===== config.mk =====
export PLATFORM = sky130hd
export DESIGN_NAME = mmio_uart_tx_flat
export DESIGN_NICKNAME = d
export VERILOG_FILES = /design/src/rtl/uart_pkg.sv /design/src/rtl/mmio_uart_tx_if.sv /design/src/rtl/uart_fifo.sv /design/src/rtl/mmio_uart_tx.sv /design/src/flat_wrapper.sv
export SDC_FILE = /design/constraint.sdc
export NUM_CORES = 1
export LEC_CHECK = 0
export ABC_AREA = 1
export BUFFER_PORTS_ARGS = -buffer_cell sky130_fd_sc_hd__buf_4
export CORE_ASPECT_RATIO = 0.7
export CORE_MARGIN = 3
export CORE_UTILIZATION = 53
export CTS_CLUSTER_DIAMETER = 60
export CTS_CLUSTER_SIZE = 40
export DETAILED_ROUTE_END_ITERATION = 10
export PLACE_DENSITY = 0.86
export SLEW_MARGIN = 20
export SYNTH_ARGS = -nofsm -noshare
export SYNTH_HDL_FRONTEND = slang
export SYNTH_SLANG_ARGS = --single-unit
export TNS_END_PERCENT = 20

===== constraint.sdc =====
create_clock -name clk -period 2.3 [get_ports clk]
set_input_delay 0.23 -clock clk [delete_from_list [all_inputs] [get_ports clk]]
set_output_delay 0.23 -clock clk [all_outputs]
set_load 0.005 [all_outputs]

===== src/rtl/uart_pkg.sv =====
// Shared types, register offsets and STATUS bit positions for the MMIO UART transmitter.
package uart_pkg;

   typedef enum logic [1:0] {
      IDLE  = 2'd0,
      START = 2'd1,
      DATA  = 2'd2,
      STOP  = 2'd3
   } uart_state_t;

   localparam logic [31:0] TXDATA_OFS = 32'd0;
   localparam logic [31:0] STATUS_OFS = 32'd4;

   localparam int ST_BUSY      = 0;
   localparam int ST_FULL      = 1;
   localparam int ST_EMPTY     = 2;
   localparam int ST_OVF       = 3;
   localparam int ST_COUNT_LSB = 8;
   localparam int ST_COUNT_MSB = 15;

   function automatic logic [31:0] pack_status(input logic       busy,
                                               input logic       full,
                                               input logic       empty,
                                               input logic       ovf,
                                               input logic [7:0] count);
      logic [31:0] s;
      s                            = 32'h0000_0000;
      s[ST_BUSY]                   = busy;
      s[ST_FULL]                   = full;
      s[ST_EMPTY]                  = empty;
      s[ST_OVF]                    = ovf;
      s[ST_COUNT_MSB:ST_COUNT_LSB] = count;
      return s;
   endfunction

endpackage


===== src/rtl/mmio_uart_tx_if.sv =====
// Data-memory bus slice seen by the UART: core store path plus load address/data.
interface mmio_uart_tx_if;
   logic        mem_write_en;
   logic [31:0] write_address;
   logic [31:0] write_data;
   logic [31:0] read_address;
   logic [31:0] read_data;

   modport master (
      output mem_write_en, write_address, write_data, read_address,
      input  read_data
   );

   modport slave (
      input  mem_write_en, write_address, write_data, read_address,
      output read_data
   );
endinterface


===== src/rtl/uart_fifo.sv =====
// Synchronous FIFO with combinational head output; depth must be a power of two.
module uart_fifo #(
   parameter int WIDTH = 8,
   parameter int DEPTH = 8
) (
   input  logic                   clk,
   input  logic                   rst_n,
   input  logic                   push,
   input  logic [WIDTH-1:0]       din,
   input  logic                   pop,
   output logic [WIDTH-1:0]       dout,
   output logic                   full,
   output logic                   empty,
   output logic [$clog2(DEPTH):0] count
);
   localparam int AW = $clog2(DEPTH);
   localparam int CW = AW + 1;

   logic [WIDTH-1:0] mem_q [DEPTH];
   logic [AW-1:0]    wr_ptr_q, wr_ptr_d;
   logic [AW-1:0]    rd_ptr_q, rd_ptr_d;
   logic [CW-1:0]    count_q, count_d;
   logic             push_ok_s, pop_ok_s;

   // Guard handshakes and compute next pointers/occupancy.
   always_comb begin
      pop_ok_s  = pop && (count_q != {CW{1'b0}});
      push_ok_s = push && ((count_q != CW'(DEPTH)) || pop_ok_s);
      wr_ptr_d  = wr_ptr_q;
      rd_ptr_d  = rd_ptr_q;
      count_d   = count_q;
      if (push_ok_s) begin
         wr_ptr_d = wr_ptr_q + AW'(1);
      end else begin
         wr_ptr_d = wr_ptr_q;
      end
      if (pop_ok_s) begin
         rd_ptr_d = rd_ptr_q + AW'(1);
      end else begin
         rd_ptr_d = rd_ptr_q;
      end
      case ({push_ok_s, pop_ok_s})
         2'b10:   count_d = count_q + CW'(1);
         2'b01:   count_d = count_q - CW'(1);
         default: count_d = count_q;
      endcase
   end

   // Pointer and occupancy registers.
   always_ff @(posedge clk) begin
      if (!rst_n) begin
         wr_ptr_q <= {AW{1'b0}};
         rd_ptr_q <= {AW{1'b0}};
         count_q  <= {CW{1'b0}};
      end else begin
         wr_ptr_q <= wr_ptr_d;
         rd_ptr_q <= rd_ptr_d;
         count_q  <= count_d;
      end
   end

   // Storage array; contents need no reset since occupancy gates every read.
   always_ff @(posedge clk) begin
      if (push_ok_s) begin
         mem_q[wr_ptr_q] <= din;
      end
   end

   assign dout  = mem_q[rd_ptr_q];
   assign full  = (count_q == CW'(DEPTH));
   assign empty = (count_q == {CW{1'b0}});
   assign count = count_q;

endmodule


===== src/rtl/mmio_uart_tx.sv =====
// Memory-mapped 8N1 UART transmitter: TXDATA stores feed a FIFO, STATUS is polled via the load path.
module mmio_uart_tx
   import uart_pkg::*;
#(
   parameter int          CLKS_PER_BIT = 104,
   parameter int          FIFO_DEPTH   = 8,
   parameter logic [31:0] BASE_ADDR    = 32'h0000_2000
) (
   input  logic           clk,
   input  logic           rst_n,
   mmio_uart_tx_if.slave  bus,
   output logic           tx
);
   localparam int             BW        = $clog2(CLKS_PER_BIT);
   localparam int             CW        = $clog2(FIFO_DEPTH) + 1;
   localparam logic [BW-1:0]  BAUD_LAST = BW'(CLKS_PER_BIT - 1);
   localparam logic [31:0]    TX_ADDR   = BASE_ADDR + TXDATA_OFS;
   localparam logic [31:0]    ST_ADDR   = BASE_ADDR + STATUS_OFS;

   uart_state_t   state_q, state_d;
   logic [BW-1:0] baud_q, baud_d;
   logic [2:0]    bit_idx_q, bit_idx_d;
   logic [7:0]    shift_q, shift_d;
   logic          tx_q, tx_d;
   logic          ovf_q, ovf_d;
   logic [31:0]   read_data_q, read_data_d;

   logic          sel_tx_s, sel_st_s, ovf_event_s;
   logic          fifo_push_s, fifo_pop_s, fifo_full_s, fifo_empty_s;
   logic [7:0]    fifo_dout_s;
   logic [CW-1:0] fifo_count_s;
   logic [31:0]   status_s;

   uart_fifo #(.WIDTH(8), .DEPTH(FIFO_DEPTH)) u_fifo (
      .clk   (clk),
      .rst_n (rst_n),
      .push  (fifo_push_s),
      .din   (bus.write_data[7:0]),
      .pop   (fifo_pop_s),
      .dout  (fifo_dout_s),
      .full  (fifo_full_s),
      .empty (fifo_empty_s),
      .count (fifo_count_s)
   );

   // Address decode, overflow flag, STATUS assembly and load mux.
   always_comb begin
      sel_tx_s    = bus.mem_write_en && (bus.write_address == TX_ADDR);
      sel_st_s    = bus.mem_write_en && (bus.write_address == ST_ADDR);
      fifo_pop_s  = (state_q == IDLE) && !fifo_empty_s;
      fifo_push_s = sel_tx_s && (!fifo_full_s || fifo_pop_s);
      ovf_event_s = sel_tx_s && fifo_full_s && !fifo_pop_s;
      // A drop in the same cycle as a clear must leave the flag set.
      if (ovf_event_s) begin
         ovf_d = 1'b1;
      end else if (sel_st_s && bus.write_data[ST_OVF]) begin
         ovf_d = 1'b0;
      end else begin
         ovf_d = ovf_q;
      end
      status_s = pack_status(state_q != IDLE, fifo_full_s, fifo_empty_s, ovf_q, 8'(fifo_count_s));
      if (bus.read_address == ST_ADDR) begin
         read_data_d = status_s;
      end else begin
         read_data_d = 32'h0000_0000;
      end
   end

   // Transmit sequencing: next state, baud/bit counters, shift register and line level.
   always_comb begin
      state_d   = state_q;
      baud_d    = baud_q;
      bit_idx_d = bit_idx_q;
      shift_d   = shift_q;
      case (state_q)
         IDLE: begin
            if (fifo_pop_s) begin
               shift_d = fifo_dout_s;
               baud_d  = {BW{1'b0}};
               state_d = START;
            end else begin
               state_d = IDLE;
            end
         end
         START: begin
            if (baud_q == BAUD_LAST) begin
               baud_d    = {BW{1'b0}};
               bit_idx_d = 3'd0;
               state_d   = DATA;
            end else begin
               baud_d = baud_q + BW'(1);
            end
         end
         DATA: begin
            if (baud_q == BAUD_LAST) begin
               baud_d = {BW{1'b0}};
               if (bit_idx_q == 3'd7) begin
                  state_d = STOP;
               end else begin
                  shift_d   = {1'b0, shift_q[7:1]};
                  bit_idx_d = bit_idx_q + 3'd1;
               end
            end else begin
               baud_d = baud_q + BW'(1);
            end
         end
         STOP: begin
            if (baud_q == BAUD_LAST) begin
               baud_d  = {BW{1'b0}};
               state_d = IDLE;
            end else begin
               baud_d = baud_q + BW'(1);
            end
         end
         default: begin
            state_d = IDLE;
            baud_d  = {BW{1'b0}};
         end
      endcase
      // Line level follows the state being entered so tx changes on the same edge.
      case (state_d)
         START:   tx_d = 1'b0;
         DATA:    tx_d = shift_d[0];
         default: tx_d = 1'b1;
      endcase
   end

   // State, datapath and output registers.
   always_ff @(posedge clk) begin
      if (!rst_n) begin
         state_q     <= IDLE;
         baud_q      <= {BW{1'b0}};
         bit_idx_q   <= 3'd0;
         shift_q     <= 8'h00;
         tx_q        <= 1'b1;
         ovf_q       <= 1'b0;
         read_data_q <= 32'h0000_0000;
      end else begin
         state_q     <= state_d;
         baud_q      <= baud_d;
         bit_idx_q   <= bit_idx_d;
         shift_q     <= shift_d;
         tx_q        <= tx_d;
         ovf_q       <= ovf_d;
         read_data_q <= read_data_d;
      end
   end

   assign bus.read_data = read_data_q;
   assign tx            = tx_q;

endmodule


===== src/flat_wrapper.sv =====
// flat-port wrapper written by rule: the top's interface ports become plain ports
module mmio_uart_tx_flat import uart_pkg::*;
#(
   parameter int          CLKS_PER_BIT = 104,
   parameter int          FIFO_DEPTH   = 8,
   parameter logic [31:0] BASE_ADDR    = 32'h0000_2000
)
  (clk, rst_n, tx, bus_mem_write_en, bus_write_address, bus_write_data, bus_read_address, bus_read_data);
  mmio_uart_tx_if bus_i ();
  input  logic clk;
  input  logic rst_n;
  output logic tx;
  input wire logic [$bits(bus_i.mem_write_en)-1:0] bus_mem_write_en;
  input wire logic [$bits(bus_i.write_address)-1:0] bus_write_address;
  input wire logic [$bits(bus_i.write_data)-1:0] bus_write_data;
  input wire logic [$bits(bus_i.read_address)-1:0] bus_read_address;
  output wire logic [$bits(bus_i.read_data)-1:0] bus_read_data;
  assign bus_i.mem_write_en = bus_mem_write_en;
  assign bus_i.write_address = bus_write_address;
  assign bus_i.write_data = bus_write_data;
  assign bus_i.read_address = bus_read_address;
  assign bus_read_data = bus_i.read_data;
  mmio_uart_tx #(.CLKS_PER_BIT(CLKS_PER_BIT), .FIFO_DEPTH(FIFO_DEPTH), .BASE_ADDR(BASE_ADDR)) u_core (.clk(clk), .rst_n(rst_n), .bus(bus_i), .tx(tx));
endmodule

======== After elaboration in Yosys (flattened, before gate mapping) ========
Memory sizes are Yosys's and may differ from the RTL's. A register that Yosys moved wholly into a read port is not among the register bits.
Cells that the tools add are included.
cells by class
  reduce and logical (&&, ||, !) cells .... 26
  add/sub/neg operators ................... 6
  multiplexer cells ....................... 25
  equality and inequality tests ........... 18
operators with widths
  kind                    count
  $eq A32 B14 Y1 const B  3
  $mux W8                 3
  $pmux W8 S2             1
  $mux W3                 5
  $mux W7                 2
  $pmux W7 S2             1
  $reduce_bool A2 Y1      5
  $add A3 B1 Y3 const B   3
  $logic_and A1 B1 Y1     9
  $eq A2 B2 Y1 const B    4
  $mux W2                 4
  $pmux W2 S4             1
  $pmux W4 S2             1
  $reduce_and A4 Y1       2
  $add A7 B1 Y7 const B   1
  $eq A7 B7 Y1 const B    1
  $eq A2 B1 Y1 const B    3
  $pmux W3 S2             1
  $mux W1                 5
  $add A4 B1 Y4 const B   1
  $eq A4 B4 Y1 const B    1
  $logic_not A4 Y1        1
  $ne A2 B1 Y1 const B    2
  $ne A2 B2 Y1 const B    2
  other kinds (10)        13
word-level totals
  flip-flop bits (word level) ............. 64
  input port bits ......................... 99
  RAM bits ................................ 64
  memories ................................ 1
  logic and storage cells ................. 88
memories
  memory               words  bits a word  read ports  clocked after Yosys merged registers in  write ports  line             text
  u_core.u_fifo.mem_q  8      8            1           1                                        1            uart_fifo.sv:19  logic [WIDTH-1:0] mem_q [DEPTH];

======== Logic depth before layout (Yosys ltp) ========
  word-level depth ........................ 8
  mapped depth ............................ 16
  mapped depth without buffers ............ 16

======== Modules after synthesis ========
From an unflattened synthesis, not the netlist that was laid out.
unflattened totals
  cell total of the unflattened synthesis .. 533
  area total of the unflattened synthesis .. 5056.1 um^2
by module, submodules not included
  module        seq. area each (um^2)  area an instance (um^2)  cells an instance  times used
  uart_fifo     2182.1                 3209.3                   261                1
  mmio_uart_tx  600.6                  1846.8                   272                1

======== Worst setup path after synthesis ========
No wires, ideal clock.
  path type ............................... in2reg
  start ................................... input port bus_write_address[28]
  end ..................................... register u_core.u_fifo.count_q[2], in the netlist u_core.u_fifo.count[2]
  slack ................................... 0.239 ns
  library setup time ...................... 0.115 ns
  arrival time ............................ 1.945 ns
  data required time ...................... 2.185 ns
  stages on the path ...................... 15
  path through ............................ nor2_1 nand3_1 nor2_1 nand2_1 nor2_1 nand2_1 nor2_1 inv_1 ha_1 xor2_1 ha_1 a21oi_1 xor2_1 o21ai_0 inv_1
on the way
  longest elaborated chain between the ends .. 6
RTL lines
  item                                                      line                text
  start: declaration                                        flat_wrapper.sv:14  input wire logic [$bits(bus_i.write_address)-1:0] bus_write_address;
  $eq A32 B14 Y1 (*)                                        mmio_uart_tx.sv:48  sel_tx_s = bus.mem_write_en && (bus.write_address == TX_ADDR);
  $logic_and A1 B1 Y1 (*)                                   mmio_uart_tx.sv:48
  $logic_and A1 B1 Y1 (*)                                   mmio_uart_tx.sv:51  fifo_push_s = sel_tx_s && (!fifo_full_s || fifo_pop_s);
  $logic_and A1 B1 Y1 (*)                                   uart_fifo.sv:28     push_ok_s = push && ((count_q != CW'(DEPTH)) || pop_ok_s);
  $eq A2 B1 Y1 / $eq A2 B2 Y1 (equally long branches)       uart_fifo.sv:42     case ({push_ok_s, pop_ok_s})
  $pmux W4 S2 / $reduce_bool A2 Y1 (equally long branches)  n/a
  end signal: assignment                                    uart_fifo.sv:54     count_q <= {CW{1'b0}};
  end signal: assignment                                    uart_fifo.sv:58     count_q <= count_d;
  end: declaration                                          uart_fifo.sv:22     logic [CW-1:0] count_q, count_d;
Every way passes the cells marked *; elsewhere a longest branch is shown, timed or not.
A chain may end at the register's enable or synchronous reset.

======== Worst setup path in the final report ========
  start ................................... register u_core.u_fifo.count_q[0], in the netlist u_core.u_fifo.count[0]
  end ..................................... register u_core.u_fifo.count_q[2], in the netlist u_core.u_fifo.count[2]
on the way
  longest elaborated chain between the ends .. 8
RTL lines
  item                                                              line                                 text
  $logic_not A4 Y1                                                  uart_fifo.sv:71                      assign empty = (count_q == {CW{1'b0}});
  $logic_not A1 Y1                                                  mmio_uart_tx.sv:50                   fifo_pop_s = (state_q == IDLE) && !fifo_empty_s;
  $logic_and A1 B1 Y1                                               mmio_uart_tx.sv:50
  $logic_or A1 B1 Y1 / $logic_and A1 B1 Y1 (equally long branches)  mmio_uart_tx.sv:51, uart_fifo.sv:27
  $logic_and A1 B1 Y1 / $logic_or A1 B1 Y1 (equally long branches)  mmio_uart_tx.sv:51, uart_fifo.sv:28
  $logic_and A1 B1 Y1                                               uart_fifo.sv:28
  $eq A2 B1 Y1 / $eq A2 B2 Y1 (equally long branches)               uart_fifo.sv:42
  $pmux W4 S2 / $reduce_bool A2 Y1 (equally long branches)          n/a
Parallel ways exist; a longest one is shown, timed or not.

==> reports/qor.csv <==
stage,metric,value,unit
clocking,cts_max_level,3,
yosys,async_reset_ff_share,0,%
routing,drc,0,
routing,drt-total-wl,12100,um
global_routing,overflow,0,
yosys,syn-mean-instance-area,9.08,sq um
power,peakVddDrop,0.455,mV
routing,dr.pass1.iters,5,
die,core,8720,sq um
yosys,syn_area,4920,sq um
layout,diodes,0,
power,p_leak,2.42,nW
timing,clock.fmax,454,MHz
critical_path,worstSetupStartpointType,flip-flop,
global_routing,first_global_vias,4038,
critical_path,end_kind,flip-flop,
critical_path,critical_path_class,flip-flop to flip-flop,
routing,drt_iter0_markers,404,
place,dpl.hpwl,8090,um
yosys,yosys-top-cells-area,"edfxtp_1 39%, dfxtp_1 17%, nor2_1 8.8%",
worst_hold_path,holdPathStages,1,
timing,worstMarginPinSlew,0.530,ns
critical_path,r2r_slack,0.1,ns
clocking,root_buffer,clkbuf_16,
global_routing,antenna_found_initial,0,
timing,finalClockSkew,0.00997,ns
routing,routedWlPerCell,15.7,um
die,die_w,121,um
timing,setup_violations,0,
timing,setup_tns,0,ns
yosys,netlist.area_leader.share,39.0,%
yosys,synth_most_common_cell,nor2_1,
layout,syn2layout_area_growth,23.0,%
clocking,clock-sinks,107,
die,start_util,56.4,%
worst_hold_path,hold_class,input pin to flip-flop,
yosys,synth.distinct_cells,34,
global_routing,grt_start_max_net_pins,33,
place,gp_congestion,0.820,
power,p_total,5.95,mW
power,power.density,983,nW/um^2
yosys,synth_flop_cell,edfxtp_1,
global_routing,grtUsageTotal,23.1,%
clocking,path_clk_slew,0.08,ns
routing,ant_nets,0,
clocking,cts.hold.buffers_added,0,
critical_path,crit_required,2.53,ns
yosys,netlist_top_cells_count,"115 x nor2_1, 65 x nand2_1, 64 x edfxtp_1, 49 x o21ai_0, 43 x dfxtp_1",
yosys,yosysTopAreaCell,edfxtp_1,
global_routing,grt_pass1_wl,18900,um
timing,period_share,95.7,%
yosys,synth-edff-count,64,
timing,slew-limit-headroom,64.6,%
critical_path,crit_fanout,5,
yosys,synth-seq-area-share,56.5,%
place,port_buffers,83,
die,rows,28,
die,fp.dieArea,10500,sq um
layout,layout-drive-gt1-share,23.1,%
clocking,numCtsBuffers,9,
timing,slew_violations,0,
clocking,cts_tree,yes,
routing,routed-via-count,4169,
clocking,clockBufferDepth,2,
die,dieHeight,86.6,um
yosys,synth_warnings,0,
status,status,"finished, final reports clean",
critical_path,cp.arrival,2.43,ns
yosys,synth_seq_cells,107,
yosys,syn-instance-count,542,
die,io_pins,132,
clocking,worstSkewPairLatency,0.35,ns
run,maxCapViolCount,0,
routing,drt-vias-per-instance,5.42,
layout,nFillCells,604,
timing,period_needed,2.20,ns
critical_path,rr_worst_depth,13,
layout,nNetsFinal,751,
timing,hold_viol_final,0,
-- power by group --
part / total (mW) / internal (mW) / switching (mW) / leakage (nW)
Sequential: 2.34 / 2.20 / 0.137 / 0.927
Combinational: 2.13 / 0.787 / 1.35 / 1.35
Clock: 1.47 / 0.758 / 0.716 / 0.140
Total: 5.95 / 3.75 / 2.20 / 2.42
-- state kept, by name, summed over array words and instances (netlist names), named ones only --
register / count
u_core.baud_q: 7
u_core.bit_idx_q: 3
u_core.bus.read_data: 8
u_core.ovf_q: 1
u_core.shift_q: 8
u_core.state_q: 2
u_core.tx: 1
u_core.u_fifo.count: 4
u_core.u_fifo.mem_q: 64
u_core.u_fifo.rd_ptr_q: 3
u_core.u_fifo.wr_ptr_q: 3
-- repair_timing --
action	4_1_cts	5_1_grt
setup buffers	0	2
setup endpoints to repair	2	3
pin swaps	0	2
resized for setup	4	14
-- final cells by class --
| class | count | area [sq um] | area share [%] |
|---|---|---|---|
| Clock inverter | 6 | 55.1 | 0.909 |
| Multi-Input combinational cell | 378 | 1880 | 31.0 |
| Clock buffer | 10 | 229 | 3.78 |
| Tap cell | 120 | 150 | 2.48 |
| Sequential cell | 107 | 2790 | 46.1 |
| Inverter | 42 | 158 | 2.60 |
| Timing Repair Buffer | 106 | 796 | 13.1 |
-- path summary, 6_finish.rpt --
check | start | to
hold / removal | bus_write_data[2] | u_core.u_fifo.mem_q[2][2]
setup reg to reg | u_core.u_fifo.count[0] | u_core.u_fifo.count[2]
hold reg to reg | u_core.ovf_q | u_core.bus.read_data[3]
setup / recovery | u_core.u_fifo.count[0] | u_core.u_fifo.count[2]
-- per-layer routing --
| layer | vias to the layer above | global-route usage (%) | wire (um) |
|---|---|---|---|
| met5 | - | 0 | 0 |
| met4 | 0 | 9.77 | 333 |
| met3 | 31 | 5.41 | 1050 |
| met2 | 211 | 40.5 | 6220 |
| met1 | 1945 | 27.6 | 4500 |
| li1 | 1982 | - | - |
-- stage by stage --
step / worst slack, ns / instance area (sq um) / util (%) / instances / hold slack [ns]
2_1_floorplan: 0.239 / 5010 / - / 565 / 0.329
3_3_place_gp: 0.0923 / 5700 / 65.3 / 751 / 0.421
3_5_place_dp: -0.148 / 5700 / 65.3 / 751 / 0.430
4_1_cts: 0.00588 / 5990 / 68.6 / 767 / 0.105
5_1_grt: -0.0238 / 6050 / 69.4 / 769 / 0.104
6_report: 0.0994 / 6050 / 69.4 / 769 / 0.109
-- worst max-delay path, cell delays in order, from the launching register on --
cell and delay (ns):
dfxtp_2 0.40, nor2_4 0.06, nand2_1 0.11, nor3_2 0.05, buf_4 0.15, nor2_2 0.12
inv_1 0.07, ha_2 0.21, xor2_2 0.18, ha_2 0.18, a21oi_1 0.17, xor2_1 0.11
o21ai_1 0.20, inv_1 0.07
-- cells by family after synthesis --
kind of cell	after synthesis	share of synthesized area (%)
flops	107	56.5
xor+xnor	6	1.07
compound gates	102	11.3
fa+ha+maj	8	2.03
other cells	1	0.0762
buf+inv	80	8.08
simple gates	238	20.9
-- cell usage in the layout, fill, tap and decap left out, drive strengths merged, types with 7 or more instances in the layout --
cell / count
nor2: 121
edfxtp: 64
nand2: 70
nand4: 7
nand3: 24
clkbuf: 10
inv: 45
buf: 106
o211ai: 15
conb: 24
a21oi: 31
ha: 8
dfxtp: 43
o21ai: 52
Note: power is estimated with default switching activity, not from simulation.
